<file path="config.mk">
export PLATFORM = sky130hd
export DESIGN_NAME = cache_line_store
export DESIGN_NICKNAME = d
export VERILOG_FILES = /design/src/rtl/cache_pkg.sv /design/src/rtl/cache_data_ram.sv /design/src/rtl/cache_line_store.sv
export SDC_FILE = /design/constraint.sdc
export NUM_CORES = 2
export LEC_CHECK = 0
export CELL_PAD_IN_SITES_DETAIL_PLACEMENT = 1
export CELL_PAD_IN_SITES_GLOBAL_PLACEMENT = 2
export CORE_MARGIN = 4
export CORE_UTILIZATION = 54
export CTS_BUF_LIST = sky130_fd_sc_hd__clkbuf_4 sky130_fd_sc_hd__clkbuf_8
export DETAILED_ROUTE_END_ITERATION = 10
export MAX_ROUTING_LAYER = met4
export PLACE_DENSITY = 0.83
export SYNTH_ARGS = -nofsm -noshare
export SYNTH_HDL_FRONTEND = slang
export SYNTH_MEMORY_MAX_BITS = 65536
export SYNTH_SLANG_ARGS = --single-unit
</file>
<file path="constraint.sdc">
create_clock -name clk -period 4.92 [get_ports clk]
set_input_delay 0.984 -clock clk [delete_from_list [all_inputs] [get_ports clk]]
set_output_delay 0.984 -clock clk [all_outputs]
set_load 0.005 [all_outputs]
</file>
<file path="src/rtl/cache_pkg.sv">
// Shared types for the direct-mapped cache line store.
// State encoding and tag width helper.
package cache_pkg;

    typedef enum logic [1:0] {
        IDLE  = 2'd0,
        FILL  = 2'd1,
        FLUSH = 2'd2
    } state_t;

    function automatic int tag_w(input int addr_w,
                                 input int index_w,
                                 input int offset_w);
        return addr_w - index_w - offset_w;
    endfunction

endpackage

</file>
<file path="src/rtl/cache_data_ram.sv">
// Word-addressed data array: one write port, one registered read port.
// Same-address write and read in one cycle returns the new word.
module cache_data_ram #(
    parameter int AW = 7,
    parameter int DW = 32
) (
    input  logic          clk,
    input  logic          we,
    input  logic [AW-1:0] waddr,
    input  logic [DW-1:0] wdata,
    input  logic [AW-1:0] raddr,
    output logic [DW-1:0] rdata
);

    logic [DW-1:0] mem [2**AW];

    always_ff @(posedge clk) begin
        if (we) begin
            mem[waddr] <= wdata;
        end
        if (we && (waddr == raddr)) begin
            rdata <= wdata;
        end else begin
            rdata <= mem[raddr];
        end
    end

endmodule

</file>
<file path="src/rtl/cache_line_store.sv">
// Direct-mapped cache storage: tags, valid bits, hit compare,
// multi-beat line refill and a one-line-per-cycle flush.
module cache_line_store
    import cache_pkg::*;
#(
    parameter int ADDR_W   = 10,
    parameter int DATA_W   = 32,
    parameter int OFFSET_W = 2,
    parameter int INDEX_W  = 5
) (
    input  logic              clk,
    input  logic              reset,
    input  logic              req_valid,
    output logic              req_ready,
    input  logic              req_write,
    input  logic [ADDR_W-1:0] req_addr,
    input  logic [DATA_W-1:0] req_wdata,
    output logic              rsp_valid,
    output logic              rsp_hit,
    output logic [DATA_W-1:0] rsp_rdata,
    input  logic              fill_start,
    input  logic [ADDR_W-1:0] fill_addr,
    input  logic              fill_valid,
    input  logic [DATA_W-1:0] fill_data,
    output logic              fill_ready,
    input  logic              flush,
    output logic              busy
);

    localparam int TAG_W = tag_w(ADDR_W, INDEX_W, OFFSET_W);
    localparam int LINES = 2**INDEX_W;
    localparam int RAM_AW = INDEX_W + OFFSET_W;
    localparam logic [OFFSET_W-1:0] LAST_BEAT = '1;
    localparam logic [INDEX_W-1:0] LAST_IDX = '1;

    generate
        if (TAG_W < 1) begin : g_bad_tag
            $error("cache_line_store: TAG_W must be >= 1");
        end
    endgenerate

    state_t              state;
    logic [LINES-1:0]    valid;
    logic [TAG_W-1:0]    tag_arr [LINES];
    logic [OFFSET_W-1:0] beat_cnt;
    logic [INDEX_W-1:0]  flush_idx;
    logic [INDEX_W-1:0]  fill_idx;
    logic [TAG_W-1:0]    fill_tag;
    logic                rsp_rd;

    logic [TAG_W-1:0]    req_tag;
    logic [INDEX_W-1:0]  req_idx;
    logic                hit;
    logic                accept;
    logic                wr_hit;
    logic                fill_we;
    logic                last_beat;
    logic                unused;
    logic                ram_we;
    logic [RAM_AW-1:0]   ram_waddr;
    logic [DATA_W-1:0]   ram_wdata;
    logic [DATA_W-1:0]   ram_q;

    assign unused = ^fill_addr[OFFSET_W-1:0];

    assign req_tag = req_addr[ADDR_W-1 -: TAG_W];
    assign req_idx = req_addr[OFFSET_W +: INDEX_W];
    assign hit     = valid[req_idx] && (tag_arr[req_idx] == req_tag);

    assign req_ready = (state == IDLE) && !flush && !fill_start;
    assign accept    = req_ready && req_valid;
    assign wr_hit    = accept && req_write && hit;
    assign fill_we   = (state == FILL) && fill_valid;
    assign last_beat = fill_we && (beat_cnt == LAST_BEAT);

    assign fill_ready = (state == FILL);
    assign busy       = (state != IDLE);

    assign ram_we    = fill_we || wr_hit;
    assign ram_waddr = fill_we ? {fill_idx, beat_cnt}
                               : req_addr[RAM_AW-1:0];
    assign ram_wdata = fill_we ? fill_data : req_wdata;

    cache_data_ram #(
        .AW(RAM_AW),
        .DW(DATA_W)
    ) u_data (
        .clk  (clk),
        .we   (ram_we),
        .waddr(ram_waddr),
        .wdata(ram_wdata),
        .raddr(req_addr[RAM_AW-1:0]),
        .rdata(ram_q)
    );

    // Data RAM output is unreset; gate it so misses and writes read 0.
    assign rsp_rdata = (rsp_hit && rsp_rd) ? ram_q : '0;

    always_ff @(posedge clk) begin
        if (last_beat) begin
            tag_arr[fill_idx] <= fill_tag;
        end
    end

    always_ff @(posedge clk or posedge reset) begin
        if (reset) begin
            state     <= IDLE;
            valid     <= '0;
            beat_cnt  <= '0;
            flush_idx <= '0;
            fill_idx  <= '0;
            fill_tag  <= '0;
            rsp_valid <= 1'b0;
            rsp_hit   <= 1'b0;
            rsp_rd    <= 1'b0;
        end else begin
            rsp_valid <= 1'b0;
            rsp_hit   <= 1'b0;
            rsp_rd    <= 1'b0;
            unique case (state)
                IDLE: begin
                    if (flush) begin
                        flush_idx <= '0;
                        state     <= FLUSH;
                    end else if (fill_start) begin
                        fill_tag  <= fill_addr[ADDR_W-1 -: TAG_W];
                        fill_idx  <= fill_addr[OFFSET_W +: INDEX_W];
                        valid[fill_addr[OFFSET_W +: INDEX_W]] <= 1'b0;
                        beat_cnt  <= '0;
                        state     <= FILL;
                    end else if (req_valid) begin
                        rsp_valid <= 1'b1;
                        rsp_hit   <= hit;
                        rsp_rd    <= !req_write;
                    end
                end
                FILL: begin
                    if (fill_valid) begin
                        beat_cnt <= beat_cnt + 1'b1;
                    end
                    if (last_beat) begin
                        valid[fill_idx] <= 1'b1;
                        state           <= IDLE;
                    end
                end
                FLUSH: begin
                    valid[flush_idx] <= 1'b0;
                    flush_idx        <= flush_idx + 1'b1;
                    if (flush_idx == LAST_IDX) begin
                        state <= IDLE;
                    end
                end
                default: state <= IDLE;
            endcase
        end
    end

endmodule
</file>
* Word-level counts from Yosys, hierarchy flattened *
Memory sizes are Yosys's and may differ from the RTL's. A register that Yosys moved wholly into a read port is not among the register bits.
Cells that the tools add are included.

operators by class
  $add $sub $neg = 2
  order comparisons = 7
  eq/ne operators = 12
  multiplexer cells = 42
  bitwise operators = 6
  reduce and logical (&&, ||, !) cells = 26

operators with widths
  operator                                                                      number
  32-bit 2-to-1 mux                                                             5
  32-bit one-hot mux with 3 select lines                                        1
  32-bit bitwise AND                                                            2
  32-bit inverter                                                               2
  32-bit OR                                                                     1
  5-bit by 6-bit less-than comparator with 1-bit output, second input constant  4
  1-bit 2-to-1 mux                                                              20
  1-bit demux with 5-bit select                                                 3
  5-bit by 1-bit >= comparator with 1-bit output, second input constant         3
  2-bit 2-to-1 mux                                                              7
  1-bit logical AND                                                             12
  2-bit != test, second input constant                                          5
  5-bit one-hot mux with 2 select lines                                         1
  4-bit AND reduction                                                           2
  7-bit 2-to-1 mux                                                              1
  2-bit one-hot mux with 3 select lines                                         1
  3-bit AND reduction                                                           2
  2-bit nonzero test                                                            3
  5-bit by 1-bit adder with 5-bit output, second input constant                 1
  1-bit binary-select mux with 5-bit select                                     1
  5-bit == test, second input constant                                          1
  5-bit 2-to-1 mux                                                              1
  2-bit == test, second input constant                                          2
  2-bit one-hot mux with 2 select lines                                         1
  11 further kinds                                                              13

storage, ports and cells
  bits in registers = 52
  memory bits (writable) = 4192
  bits of input ports = 91
  output and inout bits = 37
  logic and storage cells = 106
  memories = 2

memory list
  name        depth  width  read ports  clocked after memory_dff  wr ports  RTL line                text
  u_data.mem  128    32     1           1                         1         cache_data_ram.sv:15    logic [DW-1:0] mem [2**AW];
  tag_arr     32     3      1           0                         1         cache_line_store.sv:44  logic [TAG_W-1:0] tag_arr [LINES];

* Depth between registers and ports, before layout *
  depth after elaboration = 9
  depth in mapped cells = 11
  mapped depth without buffers = 7

* Cells and area by module *
From an unflattened synthesis, not the netlist that was laid out.

second synthesis, totals
  cell total of the unflattened synthesis = 6651
  area total of the unflattened synthesis = 163270.3 µm²

modules (own cells, without submodules)
  module            instances  cells each  area an instance (µm²)  sequential area each (µm²)
  cache_data_ram    1          5965        155775.7                123138.1
  cache_line_store  1          686         7494.7                  4184.0

* Worst setup path after synthesis *
Ideal clock, no wire load.

  path kind = input port to flip-flop
  from = input port req_addr[4]
  to = memory u_data.mem[110][0] (enable)
  library setup time = 0.432 ns
  data arrival time = 4.416 ns
  data required time = 4.488 ns
  path slack = 0.072 ns
  stages = 11
  path buffers = 4
  cell sequence = buf_2 -> buf_4 -> nor2_1 -> buf_2 -> a22oi_1 -> a21oi_1 -> nor4_1 -> xnor2_1 -> nand4_2 -> buf_2 -> a21oi_1

between the ends
  word-level cells in the longest chain between the ends = 7
  elaborated cells between the ends (all ways) = 10
  classes of those cells = eq/ne (1); mux (5); reduce/logical (3); memory (1)

ends and longest elaborated chain
  item                                                                                        RTL line                text
  start, declared                                                                             cache_line_store.sv:16  input logic [ADDR_W-1:0] req_addr,
  memory read 32 x 3 bit / 1-bit binary-select mux with 5-bit select (equally long branches)  n/a
  3-bit == test / 1-bit 2-to-1 mux (equally long branches)                                    cache_line_store.sv:68  assign hit = valid[req_idx] && (tag_arr[req_idx] == req_tag);
  1-bit logical AND                                                                           cache_line_store.sv:68
  1-bit logical AND                                                                           cache_line_store.sv:72  assign wr_hit = accept && req_write && hit;
  1-bit logical OR                                                                            cache_line_store.sv:79  assign ram_we = fill_we || wr_hit;
  1-bit 2-to-1 mux                                                                            cache_data_ram.sv:18    if (we) begin
  1-bit 2-to-1 mux (not written as such)                                                      cache_data_ram.sv:19    mem[waddr] <= wdata;
  end, declared                                                                               cache_data_ram.sv:15

Several ways; a longest one is shown, not always the timed one. The select of a mux whose other input is x is not followed.

==> flow_summary.toml <==
[run_status]
status = "finished, violations left"
violations = "max-capacitance violations, max-slew violations, negative setup slack"

[critical_path]
cp_top_family = "multiplexers"
crit_type = "register to primary output"
slowest_delay_ns = 0.62
reg2reg_depth = 8
cp-end-kind = "primary output"
critPathLaunchType = "register"
critical_path_required_ns = 3.94
reg2reg_from = "state[0]"
critPathArrivalTime_ns = 4.74
crit_slowest_cell = "mux4_2"
crit_chain = "buf_12, buf_16, buf_12, buf_16, buf_6, mux4_2, mux4_2, a22o_4, a221oi_4, buf_6, o22ai_4, buf_2"
rrSetupSlack_ns = 0.90
path_buf_inv = 7
cp_max_fo = 8
crit_path_end = "rsp_rdata[21]"
critical_path_depth = 12
rr_endpoint = "u_data.mem[65][21]"

[place]
post_dp_cell_area_mm2 = 0.178
gp_congestion = 0.858
dp_hpwl_um = 281000
post-place-ws_ns = -0.266
portBuffers = 125
post-place-cells = 11138

[yosys]
syn_inst = 6778
synthMostInstantiatedCell = "edfxtp_1"
synth_top_cells_by_count = "edfxtp_1, mux4_2, nand2_1, clkbuf_1, a21oi_1"
syn-mean-instance-area_um2 = 24.1
ys_ff_latch = 4251
synth_edf_count = 4192
synth_top_family_by_area = "multiplexers"
synthXorXnorAreaFrac_pct = 0.0161
ys_seq_area_share_pct = 78.0
synth_flop_cell = "edfxtp_1"
synth_cell_types = 44
synthArstFlopShare_pct = 1.22
synthAdderAreaFrac_pct = 0.0460
synth_compound_area_share_pct = 1.71
syn_area_mm2 = 0.163
synth-simple-area-share_pct = 0.961
synth_fp_nets = 6875
netlist.area_leader.share_pct = 77.1
yosys.area.top_type = "edfxtp_1"
muxShareOfSynthArea_pct = 18.1
synthTopCellsByArea = "edfxtp_1, mux4_2, dfrtp_1"
yosysWarnings = 0

[floorplan]
ios = 128
dieArea_mm2 = 0.311
num_rows = 201
die_w_um = 558
fp.dieH_um = 558
coreArea_mm2 = 0.301
start_util_pct = 54.3

[cts]
root_buffer = "clkbuf_8"
cts.clk_slew.worst_paths_ns = 0.07
clock-sinks = 4251
holdBufCountCts = 0
clk_path_buf_depth = 4
htreeDepth = 6
cts_tree = "yes"
numCtsBuffers = 655
clk_latency_ns = 1.28

[route]
vias = 93610
ant_nets = 0
avgRoutedWirePerCell_um = 48.1
wirelength_um = 602000
drt_iter0_markers = 18541
first_pass_iters = 6
route.detailed.drc = 0
viasPerCell = 7.48

[hold_path]
hold_class = "primary input to async pin"

[timing]
max-slew-margin-rel_pct = -0.812
hold_violations = 0
setup_slack_ns = -0.806
worstMarginPinSlew_ns = 1.51
fmax_mhz = 175
fin_skew_ns = 0.0953
period_needed_ns = 5.73
period_share_pct = 116
timing.hold.ws_ns = 0.268
setup_violations = 32
finalMaxSlewViolations = 6
rsz0062_at_grt = "yes"

[final_layout]
layout.cells.non_filler = 12513
nNetsFinal = 8125
area_delta_synth_final_pct = 19.5
drive_above_1_share_pct = 41.2
postLayoutCellArea_mm2 = 0.195

[flow_run]
drv_cap = 1

[power_and_ir_drop]
peakVddDrop_uv = 338
p_per_area_mw_per_mm2 = 395
p_leak_nw = 62.2
power_mw = 77.1

[grt]
grt_pass1_wl_um = 773000
grt_usage_pct = 37.3
grt_max_degree = 129
antenna_found_initial = 34
overflow = 0
grt_pass1_vias = 92545
-- routing by layer --
metal,global-route usage [%],up-vias,part of all wire [%]
met4,19.6,0,7.7
met2,57.5,10959,48
li1,-,32065,-
met5,-,-,0
met1,46.3,48319,31
met3,9.21,2267,14
-- cells by family (layout without fill, tap and decap cells) --
kind of cell | Yosys count | count (layout)
simple gates | 361 | 361
buf+inv | 396 | 2145
fa+ha+maj | 6 | 6
other cells | 0 | 28
xor+xnor | 3 | 3
compound gates | 411 | 411
flops | 4251 | 4251
mux | 1350 | 1350
-- layout by cell type, fill, tap and decap left out, drive strengths merged, types with 3 or more instances in the layout --
| cell | netlist | final |
|---|---|---|
| clkdlybuf4s50 | 0 | 92 |
| bufinv | 0 | 11 |
| nor3b | 3 | 3 |
| a21o | 34 | 34 |
| bufbuf | 0 | 5 |
| nand2b | 6 | 6 |
| nor2 | 66 | 66 |
| o22ai | 64 | 64 |
| edfxtp | 4192 | 4192 |
| buf | 188 | 870 |
| a31oi | 5 | 5 |
| a22o | 68 | 68 |
| clkinvlp | 0 | 25 |
| mux2i | 54 | 54 |
| dfrtp | 52 | 52 |
| or3b | 3 | 3 |
| and2 | 3 | 3 |
| a22oi | 24 | 24 |
| o21ai | 3 | 3 |
| nor3 | 3 | 3 |
| a221oi | 64 | 64 |
| diode | 0 | 28 |
| mux2 | 10 | 10 |
| dfxtp | 7 | 7 |
| clkbuf | 201 | 886 |
| nand2 | 221 | 221 |
| and3 | 6 | 6 |
| mux4 | 1286 | 1286 |
| xnor2 | 3 | 3 |
| ha | 6 | 6 |
| a21oi | 146 | 146 |
| nand3b | 15 | 15 |
| nor4 | 3 | 3 |
| nor2b | 8 | 8 |
| inv | 7 | 37 |
| nand3 | 11 | 11 |
| or3 | 6 | 6 |
| nand4 | 4 | 4 |
| clkinv | 0 | 218 |
-- cell type report --
class	instances	area (um2)
fill	23439	105000
clock buffer	872	10700
clock inverter	284	1800
timing repair buffer	982	13000
tap	3958	4950
inverter	7	26.3
antenna	28	70.1
sequential	4251	127000
multi-input combinational	2131	37200
-- timing repair --
| action | CTS | global route |
|---|---|---|
| resized for setup | 374 | 139 |
| setup endpoints to repair | 32 | 32 |
| setup buffers | 82 | 83 |
| cloned | 23 | 12 |
| pin swaps | 32 | 44 |
-- state kept, by name (all words and copies together), names as in the netlist, named ones only --
signal      count
rsp_hit         1
fill_idx        5
rsp_valid       1
rsp_rd          1
state           2
beat_cnt        2
fill_tag        3
tag_arr        96
flush_idx       5
valid          32
u_data.mem   4096
-- metrics by stage --
step / util, % / setup TNS (ns)
after floorplan: - / 0
after global placement: 59.3 / -168.12
after detailed placement: 59.3 / -609.61
after CTS: 64.4 / -19.47
after global routing: 64.9 / -21.27
final: 64.9 / -21.54
-- how the worst min path moves through the flow --
stage,depth (start not counted),endpoint,startpoint,slack (ns)
6_report,3,rsp_valid,reset,0.27
5_1_grt,3,rsp_valid,reset,0.35
4_1_cts,3,fill_tag[2],reset,0.23
3_5_place_dp,1,valid[25],valid[25],0.46
3_3_place_gp,1,valid[28],valid[28],0.46
2_1_floorplan,1,valid[10],valid[10],0.44
-- where the power goes --
part / internal, mW / switching (mW) / total [mW]
sequential: 39.9 / 0.282 / 40.2
combinational: 2.10 / 3.21 / 5.31
clock: 14.8 / 16.7 / 31.5
-- worst min-delay path: stages --
cell             delay [ns]
clkdlybuf4s50_1        0.41
inv_2                  0.05
buf_4                  0.53
No activity file was read; power rests on OpenSTA's default activity.
